### src/rtl/fetch_stage_pkg.sv
// ---------------------------------------------------------------------------
// fetch_stage_pkg
//   Shared processor definitions used by the instruction-fetch stage:
//   machine word width, NOP encoding, fetch FSM state encodings, the
//   slot entry layout (instruction + PC+1), and a small slot-count helper.
// ---------------------------------------------------------------------------
package fetch_stage_pkg;

  localparam int WORD_W = 32;

  // All-zero word is the architectural NOP.
  localparam logic [WORD_W-1:0] NOP = 32'h0;

  typedef enum logic [1:0] {
    ST_IDLE  = 2'd0,
    ST_FETCH = 2'd1,
    ST_DRAIN = 2'd2
  } fetch_state_e;

  typedef struct packed {
    logic [WORD_W-1:0] ir;
    logic [WORD_W-1:0] pc;
  } fetch_entry_t;

  // Number of occupied slots out of two.
  function automatic logic [1:0] count2(input logic a, input logic b);
    return {1'b0, a} + {1'b0, b};
  endfunction

endpackage

### src/rtl/fetch_skid.sv
// ---------------------------------------------------------------------------
// fetch_skid
//   Output slot plus one skid slot for the fetch stage. A pushed instruction
//   lands in the output slot when that slot is empty or being consumed this
//   edge; otherwise it is parked in the skid slot. Consumption refills the
//   output slot from the skid slot first. Flush empties both slots.
//
// Ports
//   clock      : rising-edge clock
//   reset      : asynchronous active-low reset (clears valid flags)
//   push       : an instruction is delivered this edge
//   push_ir    : instruction word being pushed
//   push_pc    : PC+increment that goes with the pushed instruction
//   pop        : downstream latch accepts this edge (= ~stall)
//   flush      : discard both slots (redirect)
//   out_valid  : output slot holds a real instruction
//   out_ir     : output instruction, NOP when not valid
//   out_pc     : output PC+increment, 0 when not valid
//   skid_valid : skid slot occupied
// ---------------------------------------------------------------------------
module fetch_skid
  import fetch_stage_pkg::*;
(
  input  logic              clock,
  input  logic              reset,
  input  logic              push,
  input  logic [WORD_W-1:0] push_ir,
  input  logic [WORD_W-1:0] push_pc,
  input  logic              pop,
  input  logic              flush,
  output logic              out_valid,
  output logic [WORD_W-1:0] out_ir,
  output logic [WORD_W-1:0] out_pc,
  output logic              skid_valid
);

  logic         vld_p1;
  logic         skid_vld_p1;
  fetch_entry_t out_ent_p1;
  fetch_entry_t skid_ent_p1;
  fetch_entry_t push_ent;
  logic         take;

  assign push_ent = '{ir: push_ir, pc: push_pc};

  // Output slot can be (re)loaded when empty or consumed this edge.
  assign take = !vld_p1 || pop;

  // ---- slot stage: control (valid flags) ----
  always_ff @(posedge clock or negedge reset) begin
    if (!reset) begin
      vld_p1      <= 1'b0;
      skid_vld_p1 <= 1'b0;
    end else if (flush) begin
      vld_p1      <= 1'b0;
      skid_vld_p1 <= 1'b0;
    end else if (take) begin
      if (skid_vld_p1) begin
        vld_p1      <= 1'b1;
        skid_vld_p1 <= push;
      end else begin
        vld_p1      <= push;
        skid_vld_p1 <= 1'b0;
      end
    end else if (push) begin
      skid_vld_p1 <= 1'b1;
    end
  end

  // ---- slot stage: data (qualified by the valid flags, no reset) ----
  always_ff @(posedge clock) begin
    if (take) begin
      if (skid_vld_p1) begin
        out_ent_p1 <= skid_ent_p1;
        if (push) begin
          skid_ent_p1 <= push_ent;
        end
      end else if (push) begin
        out_ent_p1 <= push_ent;
      end
    end else if (push) begin
      skid_ent_p1 <= push_ent;
    end
  end

  // Invalid slots present NOP / zero PC so stale data never leaks downstream.
  assign out_valid  = vld_p1;
  assign out_ir     = vld_p1 ? out_ent_p1.ir : NOP;
  assign out_pc     = vld_p1 ? out_ent_p1.pc : '0;
  assign skid_valid = skid_vld_p1;

endmodule

### src/rtl/fetch_stage.sv
// ---------------------------------------------------------------------------
// fetch_stage
//   Instruction-fetch stage: owns the program counter, drives the
//   instruction-memory request interface and hands each fetched instruction
//   with its PC+PC_INC to the fetch/decode latch through fetch_skid.
//   Redirects (taken branch/jump) flush both slots; a request already in
//   flight is drained and its response discarded before fetching the target.
//
// Parameters
//   RESET_PC : first fetch address after reset
//   PC_INC   : PC increment per instruction
//
// Ports
//   clock, reset          : clock; asynchronous active-low reset
//   stall                 : downstream latch not accepting
//   redirect_valid/_pc    : single-cycle redirect request and its target
//   imem_req/imem_addr    : memory request, held stable until imem_ready
//   imem_ready/imem_rdata : memory response
//   ir_out/pc_out/valid_out : instruction, PC+PC_INC and valid to F/D latch
//   perf_imem_wait        : cycles spent waiting on memory
//   perf_flush            : instructions discarded (slots + drained responses)
//
// Build option
//   FETCH_PERF_CNT_EN : when defined, the two perf counters are implemented;
//                       otherwise both perf outputs are tied to zero.
// ---------------------------------------------------------------------------
module fetch_stage
  import fetch_stage_pkg::*;
#(
  parameter logic [WORD_W-1:0] RESET_PC = 32'h0,
  parameter logic [WORD_W-1:0] PC_INC   = 32'd1
) (
  input  logic              clock,
  input  logic              reset,
  input  logic              stall,
  input  logic              redirect_valid,
  input  logic [WORD_W-1:0] redirect_pc,
  output logic              imem_req,
  output logic [WORD_W-1:0] imem_addr,
  input  logic              imem_ready,
  input  logic [WORD_W-1:0] imem_rdata,
  output logic [WORD_W-1:0] ir_out,
  output logic [WORD_W-1:0] pc_out,
  output logic              valid_out,
  output logic [WORD_W-1:0] perf_imem_wait,
  output logic [WORD_W-1:0] perf_flush
);

  fetch_state_e      state_q;
  fetch_state_e      state_d;
  logic [WORD_W-1:0] fetch_pc_q;
  logic [WORD_W-1:0] fetch_pc_d;
  logic [WORD_W-1:0] pending_pc_q;
  logic [WORD_W-1:0] pending_pc_d;
  logic              push;
  logic              flush;
  logic              out_valid;
  logic              skid_valid;

  // ---- fetch control: state register ----
  always_ff @(posedge clock or negedge reset) begin
    if (!reset) begin
      state_q    <= ST_IDLE;
      fetch_pc_q <= RESET_PC;
    end else begin
      state_q    <= state_d;
      fetch_pc_q <= fetch_pc_d;
    end
  end

  // Redirect target parked while a wrong-path request drains; only read in
  // DRAIN, which is always entered with a fresh value.
  always_ff @(posedge clock) begin
    pending_pc_q <= pending_pc_d;
  end

  // ---- fetch control: next state and request outputs ----
  always_comb begin
    state_d      = state_q;
    fetch_pc_d   = fetch_pc_q;
    pending_pc_d = pending_pc_q;
    imem_req     = 1'b0;
    push         = 1'b0;
    flush        = 1'b0;

    unique case (state_q)
      ST_IDLE: begin
        state_d = ST_FETCH;
      end
      ST_FETCH: begin
        // A full skid slot means nowhere to put another response. The skid
        // only fills on a response edge, so this never withdraws a request.
        imem_req = !skid_valid;
        if (imem_req && imem_ready) begin
          push       = 1'b1;
          fetch_pc_d = fetch_pc_q + PC_INC;
        end
      end
      ST_DRAIN: begin
        // fetch_pc still holds the wrong-path address, keeping imem_addr
        // stable until the abandoned response arrives.
        imem_req = 1'b1;
        if (imem_ready) begin
          state_d    = ST_FETCH;
          fetch_pc_d = pending_pc_q;
        end
      end
      default: begin
        state_d = ST_IDLE;
      end
    endcase

    // Redirect overrides everything above, including stall and any response.
    if (redirect_valid) begin
      flush = 1'b1;
      push  = 1'b0;
      if (imem_req && !imem_ready) begin
        state_d      = ST_DRAIN;
        fetch_pc_d   = fetch_pc_q;
        pending_pc_d = redirect_pc;
      end else begin
        state_d    = ST_FETCH;
        fetch_pc_d = redirect_pc;
      end
    end
  end

  assign imem_addr = fetch_pc_q;

  fetch_skid u_skid (
    .clock      (clock),
    .reset      (reset),
    .push       (push),
    .push_ir    (imem_rdata),
    .push_pc    (fetch_pc_q + PC_INC),
    .pop        (!stall),
    .flush      (flush),
    .out_valid  (out_valid),
    .out_ir     (ir_out),
    .out_pc     (pc_out),
    .skid_valid (skid_valid)
  );

  assign valid_out = out_valid;

`ifdef FETCH_PERF_CNT_EN
  logic [WORD_W-1:0] wait_cnt_q;
  logic [WORD_W-1:0] flush_cnt_q;
  logic [1:0]        slots_cleared;
  logic              resp_dropped;

  assign slots_cleared = redirect_valid ? count2(out_valid, skid_valid) : 2'd0;
  // A response is thrown away when it completes a drain or coincides with
  // a redirect.
  assign resp_dropped  = imem_req && imem_ready &&
                         (redirect_valid || (state_q == ST_DRAIN));

  // ---- perf counters (free-running, wrap) ----
  always_ff @(posedge clock or negedge reset) begin
    if (!reset) begin
      wait_cnt_q  <= '0;
      flush_cnt_q <= '0;
    end else begin
      if (imem_req && !imem_ready) begin
        wait_cnt_q <= wait_cnt_q + 1'b1;
      end
      flush_cnt_q <= flush_cnt_q + WORD_W'(slots_cleared) + WORD_W'(resp_dropped);
    end
  end

  assign perf_imem_wait = wait_cnt_q;
  assign perf_flush     = flush_cnt_q;
`else
  assign perf_imem_wait = '0;
  assign perf_flush     = '0;
`endif

endmodule

### config.mk
export PLATFORM = sky130hd
export DESIGN_NAME = fetch_stage
export DESIGN_NICKNAME = d
export VERILOG_FILES = /design/src/rtl/fetch_stage_pkg.sv /design/src/rtl/fetch_skid.sv /design/src/rtl/fetch_stage.sv
export SDC_FILE = /design/constraint.sdc
export NUM_CORES = 1
export LEC_CHECK = 0
export CORE_MARGIN = 3
export CORE_UTILIZATION = 50
export CTS_BUF_LIST = sky130_fd_sc_hd__clkbuf_8 sky130_fd_sc_hd__clkbuf_16
export CTS_CLUSTER_DIAMETER = 80
export CTS_CLUSTER_SIZE = 14
export DETAILED_ROUTE_END_ITERATION = 8
export GPL_TIMING_DRIVEN = 0
export PLACE_DENSITY = 0.81
export SYNTH_ARGS = -nofsm -noshare
export SYNTH_HDL_FRONTEND = slang
export SYNTH_SLANG_ARGS = --single-unit
### constraint.sdc
create_clock -name clock -period 10.4 [get_ports clock]
set_input_delay 2.08 -clock clock [delete_from_list [all_inputs] [get_ports clock]]
set_output_delay 2.08 -clock clock [all_outputs]
set_load 0.1 [all_outputs]
==> results of run 1 <==
power groups by stage:
stage,Clock [mW],Combinational [mW],Sequential (mW)
after floorplan,0,0.837,1.59
after global placement,0,1.65,1.17
after detailed placement,0,1.68,1.17
after CTS,0.657,1.68,1.16
after global routing,0.695,1.76,1.18
final,0.646,1.68,1.16
registers in the layout, summed over array words and instances, names as in the netlist:
name / flops
u_skid.out_ent_p1: 64
imem_addr: 32
u_skid.skid_valid: 1
pending_pc_q: 32
u_skid.skid_ent_p1: 64
state_q: 2
u_skid.out_valid: 1
layout make-up:
class | count | area (sq um) | area share [%]
Buffer | 107 | 646 | 5.33
Clock buffer | 17 | 425 | 3.51
Clock inverter | 15 | 159 | 1.31
Inverter | 10 | 37.5 | 0.310
Multi-Input combinational cell | 461 | 3130 | 25.8
Sequential cell | 196 | 5710 | 47.1
Tap cell | 229 | 287 | 2.37
Timing Repair Buffer | 175 | 1720 | 14.2
synthesized netlist by cell type, drive strengths merged, types with 8 or more instances:
| master | n | area, sq um |
|---|---|---|
| a21oi | 31 | 155 |
| a31oi | 8 | 50.1 |
| and2 | 71 | 444 |
| buf | 68 | 499 |
| clkbuf | 39 | 146 |
| dfrtp | 36 | 901 |
| edfxtp | 160 | 4800 |
| inv | 9 | 33.8 |
| mux2 | 63 | 709 |
| nand2 | 32 | 120 |
| nand3 | 16 | 85.1 |
| nand4 | 13 | 81.3 |
| nor2 | 17 | 63.8 |
| o21ai | 10 | 50.1 |
| o22a | 15 | 131 |
| o22ai | 22 | 138 |
| xnor2 | 23 | 209 |
final timing paths:
| check | startpoint | end | slack [ns] |
|---|---|---|---|
| worst max-delay path | state_q[0] | imem_req | 5.28 |
| worst min-delay path | state_q[1] | state_q[1] | 0.54 |
| worst max register to register | state_q[0] | pending_pc_q[18] | 7.31 |
| worst min register to register | state_q[1] | state_q[1] | 0.54 |
| max in group asynchronous | reset | imem_addr[18] | 8.09 |
| min in group asynchronous | reset | imem_addr[2] | 1.77 |
cell families (layout without fill, tap and decap cells):
group / Yosys count / after routing / synth area share [%]
compound gates: 118 / 118 / 8.60
xor+xnor: 30 / 30 / 2.92
fa+ha+maj: 4 / 4 / 0.540
buf+inv: 117 / 324 / 7.37
flops: 196 / 196 / 61.6
mux: 69 / 69 / 8.30
other cells: 1 / 64 / 0.0405
simple gates: 176 / 176 / 10.7
stage by stage:
step,hold slack (ns),std cells,instance area [sq um],setup slack [ns]
after floorplan,0.473,774,9500,1.10
after global placement,0.490,1169,11500,-2.67
after detailed placement,0.519,1178,11500,5.54
after global routing,0.557,1210,12100,5.10
final,0.537,1210,12100,5.28
after CTS,0.536,1210,12100,5.25
worst max-delay path, delay by kind of cell, from the launching register on:
kind / cells / cell delay (ns)
adder cells (fa/ha/maj): 1 / 0.22
buffers and inverters: 4 / 1.76
flip-flops: 1 / 0.40
AO/OA/AOI/OAI: 1 / 0.24
per-layer routing:
layer	wire length, microns	vias to the layer above
met5	0	-
met4	231	0
met3	1510	17
met2	10400	246
met1	9170	2990
li1	-	3007
==> metrics, run 1 <==
final max-slew violation count 0; count of different cell masters after synthesis 47; Primary FF master, synth edfxtp_1; count of mapped cells out of synthesis 711; Final Util 67.0%; peak supply drop 0.000265 V; data required time of the critical path ~8.3 ns; power share of the sequential group 33.3%; initial core utilization 51.2%; startpoint type of the worst setup path flip-flop; hold buffer count at cts 0; total core area 18,100 sq um; number of antenna violations at the first check in global routing 0; WP data arrival about 3 ns; r2r worst-path depth 6; wire per inst 17.7 microns; achievable frequency 195 MHz; share of power burned in the clock network 18.5%; crit share post-route 49.2%; Net count, final 1,041; share of post-route cells with drive strength above 1 18.3%; Finish-stage setup viols 0; quantity of I/O buffers inserted on ports 166; clock-pin slew of the registers on the worst-case setup and hold paths 0.07 ns; post-route ant nets 0; Resized Gates After CTS 0; met2 usage 34.7%; filler instances 1,352; number of global-route vias before repair 6,109; sequential element share of the synthesized area 61.6%; most frequent cells in the layout 165 x clkdlybuf4s50_1, 160 x edfxtp_1, 72 x buf_4; buffers inserted during post-CTS setup optimization 0; clock insertion delay at the later pin of the skew report 0.43 ns; Site Rows 49; wirelength, routed 21,400 microns; met3 usage in global routing approximately 4.6%; Worst-Margin Slew 1.24 ns; gpl congestion 0.887; DRC 0; clock sink count 196; design internal power 1.83 mW; first-pass GRT wire length about 33,000 microns; type of the most critical hold path reg -> reg; type of the setup path with the least slack reg -> out; Worst Skew 0.00878 ns; 1st-iter DRT viols 402; Post-Syn Area per Cell 13.0 sq um; areal power density over the cells approximately 290 nW/um^2; slowest cell delay on critical path 1.13 ns; overall die area 20,200 sq um; total power draw 3.49 mW; cell area after synthesis 9270 sq um; max-cap violation count 0; status complete, no violations; CTS Buffer Depth 2; Cells on Worst Hold Path 2; GRT Total Usage 21.3%; worst-path fanout max 10; die extent in x 142 microns; flops & latches, synth 196; H-Tree Level Count 4; antenna cells 0; Setup crit end kind output port; most frequent standard cell in the layout excluding fill and tap cells clkdlybuf4s50_1; detailed placement HPWL between 15,000 and 20,000 microns; largest net degree at the start of global routing 65; most prevalent standard cell on the critical path inv_1; count of pins on the block boundary roughly 230; global-route met1 utilization 29.3%; warning count from the yosys run 0; Worst path slowest cell clkdlybuf4s50_1; Vias/cell 5.17; number of hold-slack violations in the final timing report 0; grt total ovfl 0; unrepaired setup endpoints after global routing no; layer with the highest usage after global routing met2; Die Ht 142 microns; Total Negative Setup Slacks 0 ns; count of flip-flops with a built-in enable after synthesis 160; root buf cell clkbuf_16; clock tree from TritonCTS done; net switching share of the total power 47.5%; switching power 1.66 mW; DR pass1 iterations 5; proportion of power drawn by combinational gates 48.2%; time the final worst path needs with I/O delays and setup 5.12 ns; standby leakage power 4.47 nW; FFs w/ async S/R, synth 18.4%; Inserted Clock Buffers 17; total number of vias between 6,000 and 7,000; CP cell instances inv_1 -> ha_1 -> clkbuf_1 -> o21ai_0 -> inv_1 -> clkdlybuf4s50_1; remaining max-slew budget at the tightest pin 17.3%; Layout area overhead 30.7%
(Power assumes the default switching activity.)
==> run 2: changes to the inputs <==
- CORE_UTILIZATION: 50 -> 45
- PLACE_DENSITY: 0.81 -> 0.77
- clock period: 10.4 -> 4.28 ns (I/O delays scaled with it)
==> metrics, run 2 (synthesis gave the netlist of run 1 again) <==
status complete, no violations (unchanged); quantity of I/O buffers inserted on ports 166 (unchanged); share of power burned in the clock network 19.2% (was 18.5%); switching power 4.05 mW (was 1.66 mW); finished layout cell area 12,200 sq um (was 12,100 sq um); Layout area overhead 31.6% (was 30.7%); net switching share of the total power 47.3% (was 47.5%); max-cap violation count 0 (unchanged); Site Rows 51 (was 49); achievable frequency roughly 250 MHz; number of antenna violations at the first check in global routing 0 (unchanged); 1st-iter DRT viols 391 (was 402); largest registers u_skid.out_ent_p1 (64), u_skid.skid_ent_p1 (64) (unchanged); slowest cell delay on critical path 1.16 ns (was 1.13 ns); CP cell instances clkbuf_1 -> clkbuf_1 -> and2_1 -> clkdlybuf4s50_1 (was inv_1 -> ha_1 -> clkbuf_1 -> o21ai_0 -> inv_1 -> clkdlybuf4s50_1); remaining max-slew budget at the tightest pin 19.0% (was 17.3%); initial core utilization 46.7% (was 51.2%); number of global-route vias before repair 6,172 (was 6,109); hold buffer count at cts 0 (unchanged); placed cell area 11,600 sq um (was 11,500 sq um); Net count, final 1,037 (was 1,041); buffers inserted during post-CTS setup optimization 0 (unchanged); standby leakage power 4.47 nW (about the same); H-Tree Level Count 4 (unchanged); type of the setup path with the least slack reg -> out (unchanged); type of the most critical hold path reg -> reg (unchanged); Resized Gates After CTS 0 (unchanged); Finish-stage setup viols 0 (unchanged); DRC 0 (unchanged); Worst Skew 0.00937 ns (was 0.00878 ns); unrepaired setup endpoints after global routing no (unchanged); time the final worst path needs with I/O delays and setup 3.93 ns; Die Ht 150 microns (was 142 microns); DR pass1 iterations 5 (unchanged); number of hold-slack violations in the final timing report 0 (unchanged); wirelength, routed 22,200 microns (was 21,400 microns); largest net degree at the start of global routing 65 (unchanged); most frequent cells in the layout 165 x clkdlybuf4s50_1, 160 x edfxtp_1, 71 x and2_1 (was 165 x clkdlybuf4s50_1, 160 x edfxtp_1, 72 x buf_4); areal power density over the cells 702 nW/um^2 (was 288 nW/um^2); total number of vias 6,288 (was 6,260); detailed placement HPWL 16,400 microns (was 15,700 microns); share of post-route cells with drive strength above 1 18.0% (was 18.3%); clock-pin slew of the registers on the worst-case setup and hold paths 0.07 ns (about the same); total core area 19,800 sq um (was 18,100 sq um); first-pass GRT wire length 34,000 microns (was 33,500 microns); proportion of power drawn by combinational gates 47.9% (was 48.2%); grt total ovfl 0 (unchanged); CTS Buffer Depth 2 (unchanged); WP data arrival 3.08 ns (was 3.04 ns); crit share post-route 91.9%; post-route ant nets 0 (unchanged); count of pins on the block boundary 231 (unchanged); die extent in x 150 microns (was 142 microns); filler instances 1,558 (was 1,352); clock tree from TritonCTS done (unchanged); Setup crit end kind output port (unchanged); kind of cell adding the most delay to the critical path buffers and inverters (unchanged); Vias/cell 5.06 (was 5.17); root buf cell clkbuf_16 (unchanged); power share of the sequential group 32.9% (was 33.3%); GRT Total Usage 19.8% (was 21.3%); Final Util 61.4% (was 67.0%); most frequent standard cell in the layout excluding fill and tap cells clkdlybuf4s50_1 (unchanged); data required time of the critical path 3.42 ns (was 8.32 ns); Worst-Margin Slew 1.21 ns (was 1.24 ns); startpoint type of the worst setup path flip-flop (unchanged); gpl congestion 0.864 (was 0.887); most prevalent standard cell on the critical path clkbuf_1 (was inv_1); antenna cells 0 (unchanged); clock insertion delay at the later pin of the skew report 0.44 ns (was 0.43 ns); peak supply drop 0.000550 V (was 0.000265 V); Critical path buffers and inverters 3 (was 4); Inserted Clock Buffers 17 (unchanged); overall die area 22,400 sq um (was 20,200 sq um); Worst path slowest cell clkdlybuf4s50_1 (unchanged); final max-slew violation count 0 (unchanged); design internal power 4.51 mW (was 1.83 mW); clock sink count 196 (unchanged); wire per inst 17.9 microns (was 17.7 microns); worst-path fanout max 10 (unchanged)
## run 2: changes by cell type in the layout (fill, tap and decap cells not counted)
cell / change
buf_2: -1
buf_4: -8
buf_6: +1
buf_8: +4
clkbuf_16: +1
clkbuf_8: +2
clkinv_2: +2
clkinv_4: -2
clkinvlp_4: -2
inv_6: -1
nor4_2: -1
nor4_4: +1
## run 2: power groups by stage
stage | Sequential, mW | Clock [mW] | Combinational [mW]
floorplan | 3.87 | 0 | 2.04
global placement | 2.85 | 0 | 4.03
detailed placement | 2.85 | 0 | 4.09
CTS | 2.81 | 1.67 | 4.10
global route | 2.86 | 1.74 | 4.29
finish | 2.81 | 1.64 | 4.10
## run 2: area by class of cell
type | count | area (sq um) | area share, %
well taps | 265 | 332 | 2.72
clock inverters | 12 | 128 | 1.05
multi-input cells | 461 | 3140 | 25.7
clock buffers | 20 | 478 | 3.92
plain buffers | 107 | 646 | 5.30
repair buffers | 171 | 1730 | 14.2
inverters | 10 | 37.5 | 0.308
flip-flops and latches | 196 | 5710 | 46.8
## run 2: per-layer routing
layer	global-route usage (%)	up-vias	part of all wire [%]
met2	32.1	253	48
met5	0	-	0
li1	-	3010	-
met3	4.82	22	7.0
met1	27.2	3003	44
met4	4.49	0	1.0
## run 2: path summary, 6_finish.rpt
| check | start | to | slack [ns] | depth (start not counted) |
|---|---|---|---|---|
| setup / recovery | u_skid.out_valid | ir_out[2] | 0.35 | 4 |
| hold / removal | state_q[1] | state_q[1] | 0.52 | 2 |
| setup reg to reg | state_q[0] | pending_pc_q[25] | 1.22 | 6 |
| hold reg to reg | state_q[1] | state_q[1] | 0.52 | 2 |
| max in group asynchronous | reset | imem_addr[7] | 3.14 | 1 |
| min in group asynchronous | reset | imem_addr[26] | 0.56 | 1 |
## run 2: metrics by stage
step	TNS, ns	hold slack (ns)	power [mW]	setup WS (ns)	cells
after floorplan	0	0.473	5.90	0.349	774
after global placement	-100.73	0.492	6.88	-1.35	1205
after detailed placement	0	0.499	6.93	0.699	1210
after CTS	0	0.516	8.57	0.304	1242
after global routing	0	0.555	8.89	0.177	1242
final	0	0.516	8.55	0.348	1242
## run 2: worst min-delay path, stage by stage, from the launching register on
cell	delay [ns]
dfrtp_1	0.37
nand2_1	0.06
nand2_1	0.06
